## config.mk

```make
export PLATFORM = sky130hd
export DESIGN_NAME = time_field_editor
export DESIGN_NICKNAME = d
export VERILOG_FILES = /design/src/rtl/alarm_clock_pkg.sv /design/src/rtl/button_sync_edge.sv /design/src/rtl/time_field_editor.sv
export SDC_FILE = /design/constraint.sdc
export NUM_CORES = 1
export LEC_CHECK = 0
export CAP_MARGIN = 30
export CORE_UTILIZATION = 50
export CTS_CLUSTER_DIAMETER = 40
export CTS_CLUSTER_SIZE = 12
export DETAILED_ROUTE_END_ITERATION = 10
export PLACE_DENSITY = 0.7
export SLEW_MARGIN = 40
export SYNTH_ARGS = -nofsm -noshare
export SYNTH_HDL_FRONTEND = slang
export SYNTH_HIERARCHICAL = 1
export SYNTH_SLANG_ARGS = --single-unit
```

## constraint.sdc

```tcl
create_clock -name clk -period 5.6 [get_ports clk]
set_input_delay 0.84 -clock clk [delete_from_list [all_inputs] [get_ports clk]]
set_output_delay 0.84 -clock clk [all_outputs]
set_load 0.1 [all_outputs]
```

## src/rtl/alarm_clock_pkg.sv

```systemverilog
// Shared alarm-clock definitions: field limits, field widths, editor state
// encoding and the wrap-around step helpers used by the field editor.
package alarm_clock_pkg;

    localparam int HOURS_MAX   = 23;
    localparam int MINUTES_MAX = 59;
    localparam int HOURS_W     = 5;
    localparam int MINUTES_W   = 6;

    typedef enum logic [1:0] {
        ST_OFF    = 2'd0,
        ST_READY  = 2'd1,
        ST_DELAY  = 2'd2,
        ST_REPEAT = 2'd3
    } editor_state_t;

    function automatic logic [HOURS_W-1:0] step_hours(input logic [HOURS_W-1:0] val,
                                                      input logic up);
        logic [HOURS_W-1:0] res;
        if (up) begin
            res = (val == HOURS_W'(HOURS_MAX)) ? '0 : val + HOURS_W'(1);
        end else begin
            res = (val == '0) ? HOURS_W'(HOURS_MAX) : val - HOURS_W'(1);
        end
        return res;
    endfunction

    function automatic logic [MINUTES_W-1:0] step_minutes(input logic [MINUTES_W-1:0] val,
                                                          input logic up);
        logic [MINUTES_W-1:0] res;
        if (up) begin
            res = (val == MINUTES_W'(MINUTES_MAX)) ? '0 : val + MINUTES_W'(1);
        end else begin
            res = (val == '0) ? MINUTES_W'(MINUTES_MAX) : val - MINUTES_W'(1);
        end
        return res;
    endfunction

endpackage

```

## src/rtl/button_sync_edge.sv

```systemverilog
// Two-flop synchronizer for an asynchronous debounced button level, followed
// by a rising-edge detector on the synchronized level.
module button_sync_edge (
    input  logic clk,
    input  logic reset_n,
    input  logic btn_in,
    output logic level,
    output logic rise
);

    logic sync1_q, sync1_d;
    logic sync2_q, sync2_d;
    logic prev_q,  prev_d;

    always_comb begin
        sync1_d = btn_in;
        sync2_d = sync1_q;
        prev_d  = sync2_q;
    end

    always_ff @(posedge clk or negedge reset_n) begin
        if (!reset_n) begin
            sync1_q <= 1'b0;
            sync2_q <= 1'b0;
            prev_q  <= 1'b0;
        end else begin
            sync1_q <= sync1_d;
            sync2_q <= sync2_d;
            prev_q  <= prev_d;
        end
    end

    assign level = sync2_q;
    assign rise  = sync2_q & ~prev_q;

endmodule

```

## src/rtl/time_field_editor.sv

```systemverilog
// Applies up/down button steps to the selected hours or minutes field while
// editing, with hold-to-repeat, field blinking and a commit strobe on exit.
//
// state     | meaning
// ----------+-----------------------------------------------------------
// ST_OFF    | not editing; working value and outputs hold
// ST_READY  | editing, waiting for a single-button press edge
// ST_DELAY  | button held after first step, waiting REPEAT_DELAY cycles
// ST_REPEAT | button still held, stepping every REPEAT_RATE cycles
module time_field_editor
    import alarm_clock_pkg::*;
#(
    parameter int REPEAT_DELAY = 50_000_000,
    parameter int REPEAT_RATE  = 10_000_000,
    parameter int BLINK_HALF   = 25_000_000
) (
    input  logic                 clk,
    input  logic                 reset_n,
    input  logic                 edit_mode,
    input  logic                 selected,
    input  logic                 btn_up,
    input  logic                 btn_down,
    input  logic [HOURS_W-1:0]   cur_hours,
    input  logic [MINUTES_W-1:0] cur_minutes,
    output logic [HOURS_W-1:0]   hours,
    output logic [MINUTES_W-1:0] minutes,
    output logic                 commit,
    output logic                 blink_on
);

    localparam int RPT_MAX = (REPEAT_DELAY > REPEAT_RATE) ? REPEAT_DELAY : REPEAT_RATE;
    localparam int RPT_W   = (RPT_MAX > 1) ? $clog2(RPT_MAX) : 1;
    localparam int BLINK_W = (BLINK_HALF > 1) ? $clog2(BLINK_HALF) : 1;

    localparam logic [RPT_W-1:0]   DELAY_TC = RPT_W'(REPEAT_DELAY - 1);
    localparam logic [RPT_W-1:0]   RATE_TC  = RPT_W'(REPEAT_RATE - 1);
    localparam logic [BLINK_W-1:0] BLINK_TC = BLINK_W'(BLINK_HALF - 1);

    logic up_level, up_rise;
    logic dn_level, dn_rise;

    button_sync_edge u_sync_up (
        .clk     (clk),
        .reset_n (reset_n),
        .btn_in  (btn_up),
        .level   (up_level),
        .rise    (up_rise)
    );

    button_sync_edge u_sync_down (
        .clk     (clk),
        .reset_n (reset_n),
        .btn_in  (btn_down),
        .level   (dn_level),
        .rise    (dn_rise)
    );

    editor_state_t        state_q,     state_d;
    logic [HOURS_W-1:0]   hours_q,     hours_d;
    logic [MINUTES_W-1:0] minutes_q,   minutes_d;
    logic                 commit_q,    commit_d;
    logic                 dir_up_q,    dir_up_d;
    logic                 sel_q,       sel_d;
    logic [RPT_W-1:0]     rpt_cnt_q,   rpt_cnt_d;
    logic [BLINK_W-1:0]   blink_cnt_q, blink_cnt_d;
    logic                 phase_q,     phase_d;

    logic do_step;
    logic step_up;
    logic held_level;
    logic other_level;
    logic [RPT_W-1:0] rpt_tc;

    always_comb begin
        state_d     = state_q;
        hours_d     = hours_q;
        minutes_d   = minutes_q;
        commit_d    = 1'b0;
        dir_up_d    = dir_up_q;
        sel_d       = sel_q;
        rpt_cnt_d   = rpt_cnt_q;
        do_step     = 1'b0;
        step_up     = dir_up_q;
        held_level  = dir_up_q ? up_level : dn_level;
        other_level = dir_up_q ? dn_level : up_level;
        rpt_tc      = (state_q == ST_DELAY) ? DELAY_TC : RATE_TC;

        // Leaving edit mode takes priority over any step due this cycle.
        if (!edit_mode) begin
            state_d   = ST_OFF;
            rpt_cnt_d = '0;
            commit_d  = (state_q != ST_OFF);
        end else begin
            case (state_q)
                ST_OFF: begin
                    hours_d   = cur_hours;
                    minutes_d = cur_minutes;
                    state_d   = ST_READY;
                end
                ST_READY: begin
                    if (up_rise ^ dn_rise) begin
                        do_step   = 1'b1;
                        step_up   = up_rise;
                        dir_up_d  = up_rise;
                        sel_d     = selected;
                        rpt_cnt_d = '0;
                        state_d   = ST_DELAY;
                    end
                end
                ST_DELAY, ST_REPEAT: begin
                    if (!held_level || other_level || (selected != sel_q)) begin
                        rpt_cnt_d = '0;
                        state_d   = ST_READY;
                    end else if (rpt_cnt_q == rpt_tc) begin
                        do_step   = 1'b1;
                        rpt_cnt_d = '0;
                        state_d   = ST_REPEAT;
                    end else begin
                        rpt_cnt_d = rpt_cnt_q + RPT_W'(1);
                    end
                end
                default: begin
                    state_d   = ST_OFF;
                    rpt_cnt_d = '0;
                end
            endcase
        end

        if (do_step) begin
            if (selected) begin
                hours_d = step_hours(hours_q, step_up);
            end else begin
                minutes_d = step_minutes(minutes_q, step_up);
            end
        end
    end

    always_comb begin
        blink_cnt_d = blink_cnt_q;
        phase_d     = phase_q;
        if (!edit_mode) begin
            blink_cnt_d = '0;
            phase_d     = 1'b1;
        end else if (blink_cnt_q == BLINK_TC) begin
            blink_cnt_d = '0;
            phase_d     = ~phase_q;
        end else begin
            blink_cnt_d = blink_cnt_q + BLINK_W'(1);
        end
    end

    always_ff @(posedge clk or negedge reset_n) begin
        if (!reset_n) begin
            state_q     <= ST_OFF;
            hours_q     <= '0;
            minutes_q   <= '0;
            commit_q    <= 1'b0;
            dir_up_q    <= 1'b0;
            sel_q       <= 1'b0;
            rpt_cnt_q   <= '0;
            blink_cnt_q <= '0;
            phase_q     <= 1'b1;
        end else begin
            state_q     <= state_d;
            hours_q     <= hours_d;
            minutes_q   <= minutes_d;
            commit_q    <= commit_d;
            dir_up_q    <= dir_up_d;
            sel_q       <= sel_d;
            rpt_cnt_q   <= rpt_cnt_d;
            blink_cnt_q <= blink_cnt_d;
            phase_q     <= phase_d;
        end
    end

    // Field is held solid while a button is actively adjusting it.
    assign blink_on = phase_q | (state_q == ST_DELAY) | (state_q == ST_REPEAT);
    assign hours    = hours_q;
    assign minutes  = minutes_q;
    assign commit   = commit_q;

endmodule
```

After elaboration in Yosys (flattened, before gate mapping)

Cells that the tools add are included.

Flip-flop bits (word level): 74
Input bits: 17
Output and inout bits: 13
Logic and storage cells: 92

Add/subtract/negate cells: 6
Eq/ne operators: 12
Mux-type cells: 40
Bitwise gates (word level): 8
Reductions and logical operators: 11

Operators by type and width:

| cell                    | count |
|---|---|
| $mux W26                | 5 |
| $pmux W26 S2            | 1 |
| $mux W25                | 2 |
| $mux W6                 | 7 |
| $mux W5                 | 7 |
| $add A26 B1 Y26 const B | 1 |
| $eq A26 B26 Y1          | 1 |
| $add A25 B1 Y25 const B | 1 |
| $eq A25 B25 Y1 const B  | 1 |
| $mux W1                 | 12 |
| $mux W2                 | 4 |
| $add A6 B1 Y6 const B   | 1 |
| $eq A6 B6 Y1 const B    | 1 |
| $logic_not A6 Y1        | 1 |
| $pmux W2 S3             | 1 |
| $sub A6 B1 Y6 const B   | 1 |
| $add A5 B1 Y5 const B   | 1 |
| $eq A5 B5 Y1 const B    | 1 |
| $logic_not A5 Y1        | 1 |
| $sub A5 B1 Y5 const B   | 1 |
| $eq A2 B2 Y1 const B    | 2 |
| $ne A4 B4 Y1 const B    | 1 |
| $reduce_and A2 Y1       | 2 |
| $ne A3 B1 Y1 const B    | 1 |
| 15 further kinds        | 20 |

Longest topological paths before layout

Depth after elaboration: 9
Mapped depth: 9
Depth with buffers taken out: 8

Modules after synthesis

The synthesis kept the hierarchy.

Modules (own cells, without submodules):

| module            | instances | cells each | area each (µm²) | seq. area each (µm²) |
|---|---|---|---|---|
| time_field_editor | 1         | 428        | 3978.8          | 1702.9 |
| button_sync_edge  | 2         | 4          | 88.8            | 75.1 |

Worst setup path before layout

No wires, ideal clock.

Kind: register to register
Start: reg rpt_cnt_q[7]
End: reg minutes_q[3], in the netlist minutes[3]
Setup time: 0.126 ns
Arrival time: 2.343 ns
Required time: 5.474 ns
Slack: 3.131 ns
Stages on the path, launching flop included: 8
Buffers on the path: 1
Clock period less this slack: 2.469 ns
Cell sequence: dfrtp_1 > buf_6 > or4_1 > or4_4 > a2111oi_4 > o21bai_4 > mux2i_1 > a221o_1

Word-level cells in the longest chain between the ends: 6

Ends and longest elaborated chain:

| element                  | line                     | text |
|---|---|---|
| start: declaration       | time_field_editor.sv:64  | `logic [RPT_W-1:0] rpt_cnt_q, rpt_cnt_d;` |
| start signal: assignment | time_field_editor.sv:170 | `rpt_cnt_q <= rpt_cnt_d;` |
| $eq A26 B26 Y1           | time_field_editor.sv:114 | `end else if (rpt_cnt_q == rpt_tc) begin` |
| $mux W1                  | time_field_editor.sv:114 |  |
| $mux W1                  | time_field_editor.sv:111 | `if (!held_level \|\| other_level \|\| (selected != sel_q)) begin` |
| $pmux W1 S2              | time_field_editor.sv:94  | `case (state_q)` |
| $mux W1                  | time_field_editor.sv:89  | `if (!edit_mode) begin` |
| $mux W6                  | time_field_editor.sv:129 | `if (do_step) begin` |
| via minutes_d[3]         | time_field_editor.sv:60  | `logic [MINUTES_W-1:0] minutes_q, minutes_d;` |
| end signal: assignment   | time_field_editor.sv:166 | `minutes_q <= minutes_d;` |
| end: declaration         | time_field_editor.sv:60  |  |

The timed path passes the listed nets, and every way through them passes these cells.
A chain may end at the register's enable or synchronous reset.

Worst setup path in the final report

Start: in edit_mode
End: reg minutes_q[3], in the netlist minutes[3]

Word-level cells in the longest chain between the ends: 4
Elaborated cells between the ends (all ways): 6
Those cells by class: mux (6)

Ends and longest elaborated chain:

| element            | line                     | text |
|---|---|---|
| start: declaration | time_field_editor.sv:19  | `input logic edit_mode,` |
| $mux W1            | n/a                      |  |
| $mux W6            | alarm_clock_pkg.sv:31    | `if (up) begin` |
| $mux W6            | time_field_editor.sv:130 | `if (selected) begin` |
| $mux W6 *          | time_field_editor.sv:129 |  |
| via minutes_d[3]   | time_field_editor.sv:60  |  |

The timed path passes the listed nets; every way through them passes the cells marked *.

==> run_results.csv <==
group,metric,value,unit
outcome,status,"complete, no violations",
critical_path,arrival,3.31,ns
die,die_y,93.18,um
power_and_ir_drop,switching_share,0.3630,
logic_synthesis,ys_ff_latch,74,
placement,place_inst,553,
die,die-area,8682,um^2
die,initial_core_util,0.5270,
die,dieWidth,93.18,um
finish,final_nets,486,
detailed_routing,dr.first_iter.drc_count,172,
logic_synthesis,synth.largest_area_cell,"dfrtp_1",
logic_synthesis,syn-instance-count,436,
timing,fin_skew,0.009431,ns
logic_synthesis,syn-cell-area,4156,um^2
grt,grt_pass1_vias,3050,
detailed_routing,ant_nets,0,
finish,drive_gt1_frac,0.1156,
critical_path,r2r_start,"rpt_cnt_q[18]",
critical_path,path_class,"input port to register",
timing,relSlewSlack,0.5317,
clocking,post_cts_resized,0,
finish,final_common_cell,"dfrtp_1",
critical_path,endpoint,"minutes[3]",
power_and_ir_drop,seqPwrFrac,0.447,
clocking,clkSinkCount,74,
finish,final_cells,569,
timing,final.min_clock_period,3.085,ns
clocking,cts_max_level,3,
placement,gp_congestion,0.8202,
grt,grt_max_degree,75,
clocking,post-cts-setup-buffer-count,0,
power_and_ir_drop,power_switching,492.4,uW
logic_synthesis,ys_types,63,
logic_synthesis,syn-num-nets,460,
timing,fin_crit_sh,0.5510,
detailed_routing,vias,3180,
logic_synthesis,yosysSeqAreaShare,0.4458,
clocking,cts_buffers,9,
logic_synthesis,synthTopCellsByArea,"dfrtp_1, nor2_1, xor2_1, xnor2_1, nand2_1",
critical_path,reg2regPathDepth,6,
detailed_routing,drt-vias-per-instance,5.589,
grt,gr-total-overflow,0,
logic_synthesis,synth-edff-count,0,
detailed_routing,drtPass1Iterations,5,
die,ios,30,
power_and_ir_drop,max-vdd-ir-drop,173.1,uV
critical_path,timing.rr.end,"rpt_cnt_q[9]",
timing,rsz0062_at_grt,"no",
logic_synthesis,async_flop_share,1.000,
critical_path,ff2ff_setup_slack,2.89,ns
finish,area_growth,11.02,%
grt,antenna_found_initial,0,
logic_synthesis,synth_ff_type,"dfrtp_1",
power_and_ir_drop,p_clk_frac,0.294,
timing,fmax,324.1,MHz
worst_hold_path,hp-class,"register to register",
job,maxCapViolCount,0,
detailed_routing,drt_wl_total,7994,um
grt,grtUsageTotal,0.2029,
critical_path,worstPathRequired,5.83,ns
timing,tns,0,ns
worst_hold_path,min_from,"u_sync_up/sync1_q",
clocking,cts-root-buf,"clkbuf_8",
detailed_routing,drc,0,
critical_path,path_max_fanout,13,
power_and_ir_drop,leakage,0.001973,uW
timing,tightest_slew,0.7017,ns
finish,diodes,0,
critical_path,setup.worst_path.end_class,"register",
power_and_ir_drop,p_per_area,294.0,nW/um^2
power_and_ir_drop,p_int,864.1,uW
placement,dp_hpwl,5398,um
logic_synthesis,syn_avg_cell_area,9.533,um^2
die,core,7888,um^2
timing,finalMaxSlewViolations,0,
clocking,cts_max_path_buffers,2,
power_and_ir_drop,combPwrFrac,0.259,
logic_synthesis,synth_top_area_frac,0.4395,
critical_path,start_kind,"input port",
clocking,insertion_delay,0.34,ns
finish,final_cell_mix,"dfrtp_1, nor2_1, nand2_1",
detailed_routing,wl_per_cell,14.05,um
critical_path,startpoint,"edit_mode",
logic_synthesis,yosysWarnings,6,
die,rows,32,
placement,port_buffers,29,
clocking,cts_tree,"built",
grt,grt_pass1_wl,13960,um
clocking,hold_buffers,0,
timing,finalSetupViolCount,0,
clocking,clk_pin_slew,0.08,ns
timing,timing.final.hold_violations,0,
worst max-delay path, cell delays in order:
cell	delay, ns
clkdlybuf4s50_1	0.62
nand3b_1	0.15
o21ai_0	0.28
and2_1	0.43
inv_1	0.35
o21ai_0	0.25
mux2i_1	0.09
a221o_1	0.29
area by class of cell:
type                    count  area, um^2
clock buffers              11       131.4
clock inverters             5       55.05
fillers                   703        3273
inverters                  12       45.04
multi-input cells         334        2161
flip-flops and latches     74        1853
well taps                 102       127.6
repair buffers             31       241.5
Yosys cell counts (all sizes together), types with 2 or more instances:
cell,n
a2111oi,2
a211oi,4
a21o,2
a21oi,10
a22o,4
a31oi,2
and2,3
and3,9
and4,4
buf,8
clkbuf,8
dfrtp,73
ha,7
inv,12
mux2i,9
nand2,42
nand2b,4
nand3,22
nand3b,4
nand4,13
nand4b,2
nor2,73
nor2b,3
nor3,8
nor4,6
o2111ai,2
o211ai,2
o21ai,19
o21bai,4
o31ai,2
or3,4
or4,2
xnor2,21
xor2,28
layer usage:
layer	GRT usage	vias up	wire [um]
met5	0	-	0
met4	0.06538	0	91
met3	0.04472	6	316
met2	0.3205	53	3590
met1	0.2780	1553	3996
li1	-	1568	-
cells by family (layout without fill, tap and decap cells):
family	Yosys count	in the layout	synth area share
simple gates	207	207	0.2532
flops	74	74	0.4458
compound gates	60	60	0.1099
xor+xnor	49	49	0.1033
buf+inv	28	59	0.03702
mux	11	11	0.02980
fa+ha+maj	7	7	0.02107
how the worst min path moves through the flow:
| stage | to | slack, ns | cells past startpoint |
|---|---|---|---|
| CTS | u_sync_up/level | 0.37 | 0 |
| floorplan | u_sync_down/level | 0.33 | 0 |
| detailed placement | u_sync_up/level | 0.35 | 0 |
| global placement | u_sync_up/level | 0.35 | 0 |
| global route | u_sync_up/level | 0.38 | 0 |
| finish | u_sync_up/level | 0.37 | 0 |
state kept, by name, summed over array words and instances (netlist names):
| signal | count |
|---|---|
| commit | 1 |
| u_sync_up/level | 1 |
| u_sync_down/prev_q | 1 |
| dir_up_q | 1 |
| minutes | 6 |
| state_q | 2 |
| hours | 5 |
| sel_q | 1 |
| u_sync_down/level | 1 |
| u_sync_up/prev_q | 1 |
| u_sync_up/sync1_q | 1 |
| phase_q | 1 |
| u_sync_down/sync1_q | 1 |
| blink_cnt_q | 25 |
| rpt_cnt_q | 26 |
power groups by stage:
stage,logic (uW),registers (uW),clock network [uW]
finish,351,607,399
global route,377,614,435
CTS,352,607,415
detailed placement,351,617,0
global placement,368,616,0
floorplan,156,742,0
metrics by stage:
step                      hold slack [ns]  power (uW)  utilization  setup WS [ns]  instance area, um^2
after CTS                          0.3705        1374       0.5847          2.524                 4612
final                              0.3652        1356       0.5850          2.515                 4614
after detailed placement           0.3517       968.6       0.5611          2.149                 4425
after global placement             0.3475       983.9       0.5677          2.316                 4478
after global routing               0.3783        1426       0.5850          2.211                 4614
after floorplan                    0.3312       897.8            -          3.131                 4156
Note: power is estimated with default switching activity, not from simulation.
